**src/rtl/cpu_run_controller.sv**
```systemverilog
// Run-and-dump sequencer for the R-type pipelined CPU.
// It feeds the CPU its own next address until the last instruction, holds the
// PC while the pipeline drains, then streams every register-file word out
// over a valid/ready handshake.
module cpu_run_controller #(
    parameter int ADDR_W       = 32,
    parameter int DATA_W       = 32,
    parameter int INSTR_MAX    = 128,
    parameter int INSTR_STEP   = 4,
    parameter int REG_MAX      = 32,
    parameter int DRAIN_CYCLES = 5,
    parameter int MAX_CYCLES   = 1024,
    parameter int CNT_W        = 16
) (
    input  logic                       clk,
    input  logic                       rst,
    input  logic                       start,
    input  logic [ADDR_W-1:0]          pc_in,
    output logic [ADDR_W-1:0]          pc_out,
    output logic                       cpu_en,
    output logic [$clog2(REG_MAX)-1:0] rf_raddr,
    input  logic [DATA_W-1:0]          rf_rdata,
    output logic                       dump_valid,
    input  logic                       dump_ready,
    output logic [DATA_W-1:0]          dump_data,
    output logic [$clog2(REG_MAX)-1:0] dump_index,
    output logic                       busy,
    output logic                       done,
    output logic                       timeout,
    output logic [CNT_W-1:0]           cycle_count
);

    localparam int IDX_W = $clog2(REG_MAX);
    localparam int DRN_W = $clog2(DRAIN_CYCLES + 1);

    localparam logic [ADDR_W-1:0] END_ADDR = ADDR_W'(INSTR_MAX - INSTR_STEP);
    localparam logic [CNT_W-1:0]  TMO_LAST = CNT_W'(MAX_CYCLES - 1);
    localparam logic [DRN_W-1:0]  DRN_LAST = DRN_W'(DRAIN_CYCLES - 1);
    localparam logic [IDX_W-1:0]  IDX_LAST = IDX_W'(REG_MAX - 1);

    typedef enum logic [2:0] {
        S_IDLE,
        S_RUN,
        S_DRAIN,
        S_LOAD,
        S_OUT,
        S_DONE
    } state_t;

    state_t            state;
    state_t            state_n;
    logic [DRN_W-1:0]  drain_cnt;
    logic [DRN_W-1:0]  drain_cnt_n;
    logic [ADDR_W-1:0] pc_n;
    logic [IDX_W-1:0]  idx_n;
    logic [DATA_W-1:0] data_n;
    logic [IDX_W-1:0]  dix_n;
    logic              valid_n;
    logic              timeout_n;
    logic [CNT_W-1:0]  count_n;

    // Cycle counter sticks at all-ones instead of wrapping.
    function automatic logic [CNT_W-1:0] sat_inc(input logic [CNT_W-1:0] v);
        return (v == '1) ? v : v + CNT_W'(1);
    endfunction

    // State and datapath registers; status flags decode the upcoming state so
    // they are registered yet line up with the state they describe.
    always_ff @(posedge clk) begin
        if (rst) begin
            state       <= S_IDLE;
            drain_cnt   <= '0;
            pc_out      <= '0;
            rf_raddr    <= '0;
            dump_data   <= '0;
            dump_index  <= '0;
            dump_valid  <= 1'b0;
            timeout     <= 1'b0;
            cycle_count <= '0;
            cpu_en      <= 1'b0;
            busy        <= 1'b0;
            done        <= 1'b0;
        end else begin
            state       <= state_n;
            drain_cnt   <= drain_cnt_n;
            pc_out      <= pc_n;
            rf_raddr    <= idx_n;
            dump_data   <= data_n;
            dump_index  <= dix_n;
            dump_valid  <= valid_n;
            timeout     <= timeout_n;
            cycle_count <= count_n;
            cpu_en      <= (state_n == S_RUN) || (state_n == S_DRAIN);
            busy        <= (state_n == S_RUN) || (state_n == S_DRAIN) ||
                           (state_n == S_LOAD) || (state_n == S_OUT);
            done        <= (state_n == S_DONE);
        end
    end

    // Next-state and next-register values; everything holds unless a state
    // explicitly updates it. rf_raddr doubles as the dump word index.
    always_comb begin
        state_n     = state;
        drain_cnt_n = drain_cnt;
        pc_n        = pc_out;
        idx_n       = rf_raddr;
        data_n      = dump_data;
        dix_n       = dump_index;
        valid_n     = dump_valid;
        timeout_n   = timeout;
        count_n     = cycle_count;

        case (state)
            S_IDLE, S_DONE: begin
                if (start) begin
                    state_n     = S_RUN;
                    pc_n        = '0;
                    count_n     = '0;
                    timeout_n   = 1'b0;
                    drain_cnt_n = '0;
                    idx_n       = '0;
                end
            end
            S_RUN: begin
                count_n = sat_inc(cycle_count);
                // End check looks at the address already presented to the CPU,
                // so an overshooting pc_in is loaded once before draining.
                if (pc_out >= END_ADDR) begin
                    state_n = S_DRAIN;
                end else if (cycle_count == TMO_LAST) begin
                    timeout_n = 1'b1;
                    state_n   = S_DRAIN;
                end else begin
                    pc_n = pc_in;
                end
            end
            S_DRAIN: begin
                if (drain_cnt == DRN_LAST) begin
                    state_n = S_LOAD;
                end else begin
                    drain_cnt_n = drain_cnt + DRN_W'(1);
                end
            end
            S_LOAD: begin
                data_n  = rf_rdata;
                dix_n   = rf_raddr;
                valid_n = 1'b1;
                state_n = S_OUT;
            end
            S_OUT: begin
                if (dump_ready) begin
                    valid_n = 1'b0;
                    if (rf_raddr == IDX_LAST) begin
                        state_n = S_DONE;
                    end else begin
                        idx_n   = rf_raddr + IDX_W'(1);
                        state_n = S_LOAD;
                    end
                end
            end
            default: begin
                state_n = S_IDLE;
            end
        endcase
    end

endmodule

```
**config.mk**
```make
export PLATFORM = sky130hd
export DESIGN_NAME = cpu_run_controller
export DESIGN_NICKNAME = d
export VERILOG_FILES = /design/src/rtl/cpu_run_controller.sv
export SDC_FILE = /design/constraint.sdc
export NUM_CORES = 1
export LEC_CHECK = 0
export ABC_CLOCK_PERIOD_IN_PS = 5900
export BUFFER_PORTS_ARGS = -buffer_cell sky130_fd_sc_hd__buf_4
export CAP_MARGIN = 5
export CORE_UTILIZATION = 40
export CTS_CLUSTER_SIZE = 24
export DETAILED_ROUTE_END_ITERATION = 8
export PLACE_DENSITY = 0.74
export SYNTH_ARGS = -nofsm -noshare
export SYNTH_HDL_FRONTEND = slang
export SYNTH_SLANG_ARGS = --single-unit
```
**constraint.sdc**
```tcl
create_clock -name clk -period 5.9 [get_ports clk]
set_input_delay 1.18 -clock clk [delete_from_list [all_inputs] [get_ports clk]]
set_output_delay 1.18 -clock clk [all_outputs]
set_load 0.05 [all_outputs]
```
Word level (Yosys, flattened, before mapping)
Index checks and enable logic that the tools add are counted.
{"block": "word_totals", "inputBits": 68, "reg_bits": 101, "out_inout_bits": 95, "wordCells": 80}
{"block": "op_classes", "n_lt_le_gt_ge": 1, "reduce_logical": 15, "n_mux": 27, "eq_ne": 22, "add_sub_neg": 3}
{"operator": "2-to-1 mux 32 bit", "n": 3}
{"operator": "one-hot mux 32 bit (2 select lines)", "n": 1}
{"operator": ">= comparator 32 x 7 -> 1 bit, second input constant", "n": 1}
{"operator": "2-to-1 mux 16 bit", "n": 2}
{"operator": "one-hot mux 16 bit (2 select lines)", "n": 1}
{"operator": "2-to-1 mux 3 bit", "n": 8}
{"operator": "adder 16 x 1 -> 16 bit, second input constant", "n": 1}
{"operator": "== test 16 x 10 -> 1 bit, second input constant", "n": 1}
{"operator": "== test 16 bit, second input constant", "n": 1}
{"operator": "inequality test 2 bit, second input constant", "n": 8}
{"operator": "== test 3 bit, second input constant", "n": 5}
{"operator": "2-to-1 mux 5 bit", "n": 3}
{"operator": "one-hot mux 3 bit (5 select lines)", "n": 1}
{"operator": "== test 3 x 2 -> 1 bit, second input constant", "n": 4}
{"operator": "AND reduction 4 bit", "n": 3}
{"operator": "one-hot mux 5 bit (2 select lines)", "n": 1}
{"operator": "nonzero test 2 bit", "n": 4}
{"operator": "== test 3 x 1 -> 1 bit, second input constant", "n": 2}
{"operator": "one-hot mux 3 bit (2 select lines)", "n": 1}
{"operator": "AND reduction 3 bit", "n": 2}
{"operator": "adder 5 x 1 -> 5 bit, second input constant", "n": 1}
{"operator": "== test 5 bit, second input constant", "n": 1}
{"operator": "2-to-1 mux 1 bit", "n": 4}
{"operator": "one-hot mux 1 bit (2 select lines)", "n": 2}
{"operator": "5 further kinds", "n": 7}

Logic depth before layout (Yosys ltp)
Gate-level depths: netlist of the first run.
{"block": "logic_depth", "depth_word": 8, "depth_mapped": 9, "ltp_nobuf": 9}

Worst setup path before layout of the first run
Ideal clock, no wire load.
{"block": "synth_timing", "kind": "input to register", "start": "in dump_ready", "end": "reg rf_raddr[3]", "path_buffers": 0, "t_arrival_ps": 2355, "required_ps": 5772, "slack_ps": 3417, "setup_ps": 128, "cell_stages": 6, "path_cell_list": "nor2b_1 > a211oi_1 > a211oi_1 > nand4_1 > xor2_1 > nor2_1"}
{"block": "synth_via", "elab_chain_len": 2}
{"element": "from (decl)", "line_no": "24", "source": "input logic dump_ready,"}
{"element": "inequality test 2 bit (no source line)"}
{"element": "AND reduction 4 bit (no source line)"}
{"element": "to (signal assigned)", "line_no": "87", "source": "rf_raddr <= idx_n;"}
{"element": "to (decl)", "line_no": "21", "source": "output logic [$clog2(REG_MAX)-1:0] rf_raddr,"}
No other way between the ends.
A chain may end at the register's enable or synchronous reset.

Worst setup path after layout of the first run
{"block": "layout_timing", "start": "reg state[0]", "end": "reg pc_out[18]"}
{"block": "layout_via", "elab_chain_len": 4, "word_cells_on_any_way": 10, "cone_classes": "eq/ne (5); mux (1); reduce/logical (4)"}
{"element": "from (decl)", "line_no": "50", "source": "state_t state;"}
{"element": "from (signal assigned)", "line_no": "84", "source": "state <= state_n;"}
{"element": "== test 3 bit or zero test 3 bit (tied branches)", "line_no": "113", "source": "case (state)"}
{"element": "OR reduction 2 bit", "line_no": "113"}
{"element": "inequality test 2 bit (no source line) or nonzero test 2 bit (tied branches)"}
{"element": "AND reduction 4 bit (no source line)"}
{"element": "to (signal assigned)", "line_no": "86", "source": "pc_out <= pc_n;"}
{"element": "to (decl)", "line_no": "19", "source": "output logic [ADDR_W-1:0] pc_out,"}
Parallel ways exist; a longest one is shown, timed or not.

==> flow_summary.ini, run 1 <==
[run_status]
status = completed

[detailed_routing]
ant_nets = 0
routed-via-count = 4014
drt-pass1-iter-count = 4
post_drt_wl_per_cell_um = 14.01
drc = 0
via_per_inst = 5.062
dr.first_iter.drc_count = 283
routed_wl_mm = 11.11

[power_and_ir_drop]
p_int_uw = 1293
clkPwrFrac_pct = 23.9
seqPwrFrac_pct = 36.7
swShare_pct = 41.16
leakage_uw = 0.002278
ir_drop_uv = 256.4
total_power_uw = 2197
power-per-cell-area_mw_per_mm2 = 374.5
power_frac_comb_pct = 39.4
p_switching_uw = 904.5

[timing]
rsz0062_at_grt = no
finalWorstSetupSlack_ns = 2.802
fmax_mhz = 322.8
finalSetupTns_ns = 0
finalCriticalPeriod_ns = 3.098
fin_worst_skew_ns = 0.01046
max_slew_margin_pct = 20.46
drv_slew = 0
setup_viol = 0
period_share_pct = 52.51
tightest_slew_ns = 1.190
hold_viol = 0

[synth]
synth.net_count = 584
synth.distinct_cells = 47
syn_area_per_cell_um2 = 8.621
ys.flop_type = dfxtp_1
synth_warnings = 0
synthCells = 511
syn-cell-area_mm2 = 0.004405
synth_seq_cells = 101
yosysSeqAreaShare_pct = 45.90
synth_async_sr_flop_share_pct = 0
synth_edf_count = 0

[floorplanning]
die_w_um = 106.9
die_height_um = 106.9
core.rowCount = 37
core-area_mm2 = 0.01051
dieArea_mm2 = 0.01144
ios = 163
initial_core_util_pct = 41.92

[clocking]
cts_resized = 0
clockBufferDepth = 2
cts_tree = done
clock-sinks = 101
clk_pin_slew_ns = 0.09
holdBufCountCts = 0
cts_setup_buffers = 0
clock_tree.root_cell = clkbuf_8
clk_latency_ns = 0.36
cts_buffers = 9
h-tree-depth = 3

[grt]
grt_pass1_vias = 3650
grt_max_degree = 81
grtUsageTotal_pct = 18.97
grt_pass1_wl_mm = 17.40
gr-total-overflow = 0
antenna_found_initial = 0

[critical_path]
worstSetupPathType = reg -> reg
path_max_fanout = 39
cp-start-kind = register
crit_required_ns = 6.18
cp.arrival_ns = 3.37
cp-end-kind = register

[placed_design]
dp_hpwl_mm = 7.907
dp_slack_ns = 2.777
io_buffers = 162
place_congestion = 0.8039

[min_path]
hold_class = reg -> reg

[layout]
syn2layout_area_growth_pct = 33.20
num_antenna_cells = 0
finalNetCount = 726
layout-drive-gt1-share_pct = 38.81

[flow_run]
cap_violations = 0
## power by group through the flow
| stage | Sequential [uW] | Combinational, uW | Clock (uW) |
|---|---|---|---|
| after floorplan | 985 | 551 | 0 |
| after global placement | 819 | 859 | 0 |
| after detailed placement | 822 | 876 | 0 |
| after CTS | 806 | 879 | 544 |
| after global routing | 818 | 937 | 568 |
| final | 806 | 865 | 526 |
## kinds of logic after synthesis
logic type	synth area share, %
adders and majority gates	1.420
xor gates and xnor gates	2.982
AOI/OAI and AO/OA	14.43
muxes	0.4828
buffers and inverters	4.800
and+or+nand+nor	29.99
DFF	45.90
## layout by cell type, fill, tap and decap left out, drive strengths merged, types with 6 or more instances in the layout
cell      n
xnor2     7
o21ai     6
buf     165
nand2   121
nor2     35
dfxtp   101
a21oi    81
nor3      6
xor2      8
nor4     12
nor2b     6
nand3    41
clkbuf   10
nand4    10
## flip-flops by register name (all words and copies together) (netlist names), 3 cells and up
| signal | cells |
|---|---|
| drain_cnt | 3 |
| rf_raddr | 5 |
| cycle_count | 16 |
| dump_index | 5 |
| dump_data | 32 |
| pc_out | 32 |
| state | 3 |
## path summary, 6_finish.rpt
path,startpoint,endpoint,slack [ns],cells after the start
min,dump_data[17],dump_data[17],0.46,2
max,state[0],pc_out[18],2.80,7
max reg2reg,state[0],pc_out[18],2.80,7
min reg2reg,dump_data[17],dump_data[17],0.46,2
## critical path: stages, from the launching register on
cell and delay (ns):
dfxtp_1 0.59, nor3b_2 0.23, buf_4 0.51, nand3_1 0.16, nor4_2 0.35, or2_2 0.83
nand3_1 0.17, a21oi_1 0.17
## stage by stage
stage               instances  hold WS, ns  utilization [%]  instance area, um^2
global route              793       0.4725            55.84                 5868
finish                    793       0.4593            55.84                 5868
floorplan                 511       0.5001                -                 4405
detailed placement        778       0.4482            53.51                 5623
CTS                       793       0.4606            55.84                 5868
global placement          778       0.4427            53.51                 5623
## layer usage
layer	track usage [%]	part of all wire (%)	vias to the layer above
met1	25.25	45	1856
met3	4.195	6.5	0
met5	0	0	-
li1	-	-	2023
met2	31.34	48	135
met4	4.207	0	0
## cell type report
type / instances / area (um^2)
well taps: 136 / 170.2
inverters: 4 / 15.01
clock buffers: 10 / 137.6
repair buffers: 165 / 1239
flip-flops and latches: 101 / 2022
multi-input cells: 372 / 2177
fillers: 976 / 4641
clock inverters: 5 / 107.6
## cell usage after synthesis (3+ instances only)
master | count | share of area (%)
nor2b_1 | 6 | 0.85
nand2b_1 | 3 | 0.43
clkbuf_1 | 22 | 1.9
a21oi_2 | 31 | 6.2
nor3_1 | 5 | 0.57
dfxtp_1 | 101 | 46
nand3_1 | 11 | 1.2
a21oi_1 | 50 | 5.7
or3_1 | 5 | 0.71
ha_1 | 5 | 1.4
o21ai_0 | 3 | 0.34
nor4_1 | 10 | 1.4
nand4_1 | 9 | 1.3
inv_1 | 4 | 0.34
nand3_2 | 30 | 6.8
buf_12 | 3 | 1.4
xor2_1 | 8 | 1.6
xnor2_1 | 7 | 1.4
nor2_1 | 34 | 2.9
nand2_1 | 121 | 10
buf_2 | 7 | 0.80
o21ai_1 | 3 | 0.34
Note: power is estimated with default switching activity, not from simulation.
==> run 2: changes to the inputs <==
--- a/config.mk
+++ b/config.mk
@@ -5,13 +5,13 @@
 export SDC_FILE = /design/constraint.sdc
 export NUM_CORES = 1
 export LEC_CHECK = 0
-export ABC_CLOCK_PERIOD_IN_PS = 5900
+export ABC_CLOCK_PERIOD_IN_PS = 2500
 export BUFFER_PORTS_ARGS = -buffer_cell sky130_fd_sc_hd__buf_4
 export CAP_MARGIN = 5
 export CORE_UTILIZATION = 40
 export CTS_CLUSTER_SIZE = 24
 export DETAILED_ROUTE_END_ITERATION = 8
-export PLACE_DENSITY = 0.74
+export PLACE_DENSITY = 0.77
 export SYNTH_ARGS = -nofsm -noshare
 export SYNTH_HDL_FRONTEND = slang
 export SYNTH_SLANG_ARGS = --single-unit
==> constraint.sdc (replaced) <==
create_clock -name clk -period 2.5 [get_ports clk]
set_input_delay 0.5 -clock clk [delete_from_list [all_inputs] [get_ports clk]]
set_output_delay 0.5 -clock clk [all_outputs]
set_load 0.05 [all_outputs]
==> run 2 against run 1 <==
Against the previous run: register-to-register slack got worse by 2.6 ns; sequential power is 140% higher; fmax increased by 33%; count of clock-buffer cells in the layout is 1 higher; clock skew up 0.011 ns; global-route usage is 0.81 points higher; cell count is 1.0% higher; first-iteration DRC count decreased by 24%; combinational power rose to 2.5 times the previous value; setup slack got worse by 2.6 ns; sequential cell count did not move; via count increased by 2.9%; critical path type unchanged; critical endpoint is now pc_out[11].
==> flow_summary.ini, run 2 (synthesis gave the netlist of run 1 again) <==
[run_status]
status = completed

[floorplanning]
die_height_um = 106.9
ios = 163
initial_core_util_pct = 41.92
dieArea_mm2 = 0.01144
core.rowCount = 37
die_w_um = 106.9
core-area_mm2 = 0.01051

[min_path]
hold_class = in -> reg
hp-start = pc_in[20]

[timing]
finalSetupTns_ns = 0
period_share_pct = 93.48
fin_worst_skew_ns = 0.02132
drv_slew = 0
hold_slack_ns = 0.3703
fmax_mhz = 427.9
hold_viol = 0
setup_viol = 0
finalWorstSetupSlack_ns = 0.1629
rsz0062_at_grt = yes
finalCriticalPeriod_ns = 2.337
tightest_slew_ns = 0.5048
max_slew_margin_pct = 66.03

[detailed_routing]
drc = 0
via_per_inst = 5.157
drt-pass1-iter-count = 4
ant_nets = 0
dr.first_iter.drc_count = 216
routed-via-count = 4131
routed_wl_mm = 11.44
post_drt_wl_per_cell_um = 14.28

[critical_path]
cp.arrival_ns = 2.57
worstSetupPathType = reg -> reg
r2r_start = cycle_count[0]
cp-end-kind = register
critPathLaunch = cycle_count[0]
path_max_fanout = 32
crit_required_ns = 2.73
cp-start-kind = register

[clocking]
h-tree-depth = 3
cts_tree = done
cts_setup_buffers = 0
clock_tree.root_cell = clkbuf_8
cts_buffers = 9
clk_pin_slew_ns = 0.11
clk_latency_ns = 0.37
cts_resized = 0
clock-sinks = 101
clockBufferDepth = 2
holdBufCountCts = 0

[power_and_ir_drop]
power-per-cell-area_mw_per_mm2 = 870.4
leakage_uw = 0.002298
ir_drop_uv = 571.4

[layout]
layout_common_cells = buf_4, nand2_1, dfxtp_1
final_core_utilization_pct = 56.28
num_antenna_cells = 0
fin_area_mm2 = 0.005914
layout-drive-gt1-share_pct = 39.40
final_common_cell = buf_4
top_regs = dump_data: 32 flops, pc_out: 32 flops, cycle_count: 16 flops
syn2layout_area_growth_pct = 34.25
finalNetCount = 733

[placed_design]
place_congestion = 0.8156
io_buffers = 162
place_area_mm2 = 0.005713
dp_slack_ns = 0.1278
dp_hpwl_mm = 8.229

[grt]
grt_max_degree = 68
antenna_found_initial = 0
grt_pass1_vias = 3888
grtUsageTotal_pct = 19.78
grt_pass1_wl_mm = 18.26
gr-total-overflow = 0

[flow_run]
cap_violations = 0
[run 2: cell count changes in the layout (fill, tap and decap cells not counted)]
| cell | delta |
|---|---|
| clkinv_4 | -1 |
| clkbuf_1 | +2 |
| buf_12 | +3 |
| buf_4 | +4 |
| nor4_2 | +1 |
| inv_6 | +2 |
| nor4_1 | -1 |
| clkinvlp_4 | +1 |
| bufinv_16 | -2 |
| clkbuf_8 | -1 |
[run 2: layer usage]
layer	routed length (um)	vias up	track usage, %
met5	0	-	0
met4	277	0	9.002
met3	756	24	4.134
met2	5400	154	34.24
met1	5007	1919	23.37
li1	-	2034	-
[run 2: path summary, 6_finish.rpt]
check,to,slack [ns],cells after the start
max,pc_out[11],0.16,8
max reg2reg,pc_out[11],0.16,8
min reg2reg,dump_data[1],0.46,2
min,pc_out[20],0.37,3
[run 2: layout make-up]
class                           instances  area (um^2)
Multi-Input combinational cell        372         2183
Clock inverter                          5        63.81
Tap cell                              136        170.2
Timing Repair Buffer                  172         1329
Inverter                                4        15.01
Sequential cell                       101         2022
Clock buffer                           11        131.4
Fill cell                             965         4594
[run 2: where the power goes]
part	internal [uW]	leakage, uW	switching, uW	total, uW
sequential	1760	0.000816	139	1900
combinational	719	0.00139	1480	2200
clock	475	0.0000949	572	1050
[run 2: through the flow]
step                std cells  power (uW)
floorplan                 511        3626
global placement          785        4085
detailed placement        785        4128
CTS                       801        5185
global route              801        5428
finish                    801        5148
[run 2: worst max-delay path: stages, from the launching register on]
cell and delay [ns]:
dfxtp_1 0.41, ha_1 0.28, or3b_2 0.47, nor4_2 0.23, nor4_2 0.14, or2_2 0.32, buf_12 0.19, nand3_2 0.10
a21oi_2 0.05
==> run 3: changes to the inputs <==
--- a/config.mk
+++ b/config.mk
@@ -9,6 +9,7 @@
 export BUFFER_PORTS_ARGS = -buffer_cell sky130_fd_sc_hd__buf_4
 export CAP_MARGIN = 5
 export CORE_UTILIZATION = 40
+export CTS_BUF_LIST = sky130_fd_sc_hd__clkbuf_16
 export CTS_CLUSTER_SIZE = 24
 export DETAILED_ROUTE_END_ITERATION = 8
 export PLACE_DENSITY = 0.77
==> run 3 against run 2 <==
Against the previous run: cell count did not move; largest power group unchanged; fmax barely moved; critical endpoint is now pc_out[18]; sequential cell count did not move; hold slack improved by 0.036 ns; via count fell by 0.39%; core utilization rose by 0.96 points; setup slack barely moved; design area rose by 1.7%; highest routed layer unchanged; global-route usage barely moved; wire length rose by 0.33%; register-to-register slack barely moved; count of clock-buffer cells in the layout fell by 2; critical path type unchanged.
==> flow_summary.ini, run 3 (synthesis gave the netlist of run 1 again) <==
[critical_path]
reg2reg_depth = 8
path_max_fanout = 32
timing.rr.end = pc_out[18]
cp-end-kind = register
rrSetupSlack_ns = 0.16
crit_required_ns = 2.71
cp-start-kind = register
cp_common_cell = nor4_2
critPathLaunch = cycle_count[0]
cpLargestDelayFamily = simple AND/OR/NAND/NOR gates
critPathMaxStageDelay_ns = 0.47
worstSetupPathType = reg -> reg
r2r_start = cycle_count[0]
slowest_stage = or3b_2
cp.arrival_ns = 2.55
crit_chain = ha_1 -> or3b_2 -> nor4_2 -> nor4_2 -> or2_2 -> buf_12 -> nand3_1 -> a21oi_1
path_buf_inv = 1

[placed_design]
io_buffers = 162
dp_hpwl_mm = 8.229
place_congestion = 0.8156
place_area_mm2 = 0.005713

[power_and_ir_drop]
leakage_uw = 0.002353
total_power_uw = 5505
ir_drop_uv = 655.7
power-per-cell-area_mw_per_mm2 = 915.1

[floorplanning]
core.rowCount = 37
die_height_um = 106.9
die_w_um = 106.9
core-area_mm2 = 0.01051
dieArea_mm2 = 0.01144
initial_core_util_pct = 41.92
ios = 163

[layout]
layout-drive-gt1-share_pct = 39.40
layout_common_cells = buf_4, nand2_1, dfxtp_1
seq_area_mm2 = 0.002022
fin_area_mm2 = 0.006016
num_antenna_cells = 0
final_common_cell = buf_4
fillers = 949
finalNetCount = 733
multi_input_area_mm2 = 0.002183
top_regs = dump_data: 32 flops, pc_out: 32 flops, cycle_count: 16 flops
syn2layout_area_growth_pct = 36.55

[min_path]
min_to = pc_out[4]
hp-start = pc_in[4]
hold_class = in -> reg
hold_depth = 3

[clocking]
clock-sinks = 101
cts_buffers = 9
clk_pin_slew_ns = 0.07
h-tree-depth = 3
cts_setup_buffers = 0
clk_latency_ns = 0.34
clockBufferDepth = 2
holdBufCountCts = 0
clock_tree.root_cell = clkbuf_16
cts_tree = done

[detailed_routing]
drc = 0
dr.first_iter.drc_count = 227
post_drt_wl_per_cell_um = 14.33
routed-via-count = 4115
ant_nets = 0
drt-pass1-iter-count = 4
routed_wl_mm = 11.48
via_per_inst = 5.137

[timing]
hold_viol = 0
drv_slew = 0
max_slew_margin_pct = 65.69
hold_slack_ns = 0.4065
period_share_pct = 93.48
fin_worst_skew_ns = 0.01336
setup_viol = 0
rsz0062_at_grt = yes
tightest_slew_ns = 0.5099
fmax_mhz = 427.9
finalCriticalPeriod_ns = 2.337
finalSetupTns_ns = 0

[grt]
gr-total-overflow = 0
antenna_found_initial = 0
grtUsageTotal_pct = 19.74
grt_pass1_vias = 3891
grt_pass1_wl_mm = 18.30
grt_max_degree = 68

[run_status]
status = completed

[flow_run]
cap_violations = 0
run 3: cell count changes in the layout (fill, tap and decap cells not counted):
cell and delta:
clkbuf_1 -2, clkbuf_16 +9, inv_1 +2, clkbuf_8 -9
run 3: stage by stage:
step	setup slack (ns)	utilization, %	std cells
after floorplan	0.07539	-	511
after global placement	0.08676	54.36	785
after detailed placement	0.1278	54.36	785
after CTS	0.1151	57.19	801
after global routing	-0.004280	57.24	801
final	0.1629	57.24	801
run 3: per-layer routing:
metal  up-vias  track usage [%]  part of all wire, %
li1       2038                -                    -
met5         -                0                    0
met3        26            4.134                  6.5
met1      1900            23.60                   44
met4         0            8.023                  2.5
met2       151            34.29                   47
run 3: layout make-up:
class,count,share of cell area [%]
flip-flops and latches,101,33.61
repair buffers,172,22.09
well taps,136,2.829
clock inverters,7,1.186
multi-input cells,372,36.29
clock buffers,9,3.744
inverters,4,0.2496
run 3: power by group:
part,total [uW],internal (uW),switching (uW)
Combinational,2200,719,1480
Clock,1400,781,619
Sequential,1900,1760,139
Total,5510,3260,2240
run 3: timing repair:
| item | CTS | global route |
|---|---|---|
| setup endpoints to repair | 0 | 1 |
| hold endpoints to repair | 0 | 0 |
| resized for setup | 0 | 1 |
run 3: how the worst max path moves through the flow:
stage / end / cells past startpoint
6_report: pc_out[18] / 8
5_1_grt: pc_out[18] / 7
4_1_cts: busy / 6
3_5_place_dp: busy / 6
3_3_place_gp: busy / 6
2_1_floorplan: rf_raddr[3] / 9
run 3: worst reg2reg max path, cell delays in order, from the launching register on:
cell and delay [ns]:
dfxtp_1 0.40, ha_1 0.28, or3b_2 0.47, nor4_2 0.23
nor4_2 0.14, or2_2 0.32, buf_12 0.19, nand3_1 0.12
a21oi_1 0.07
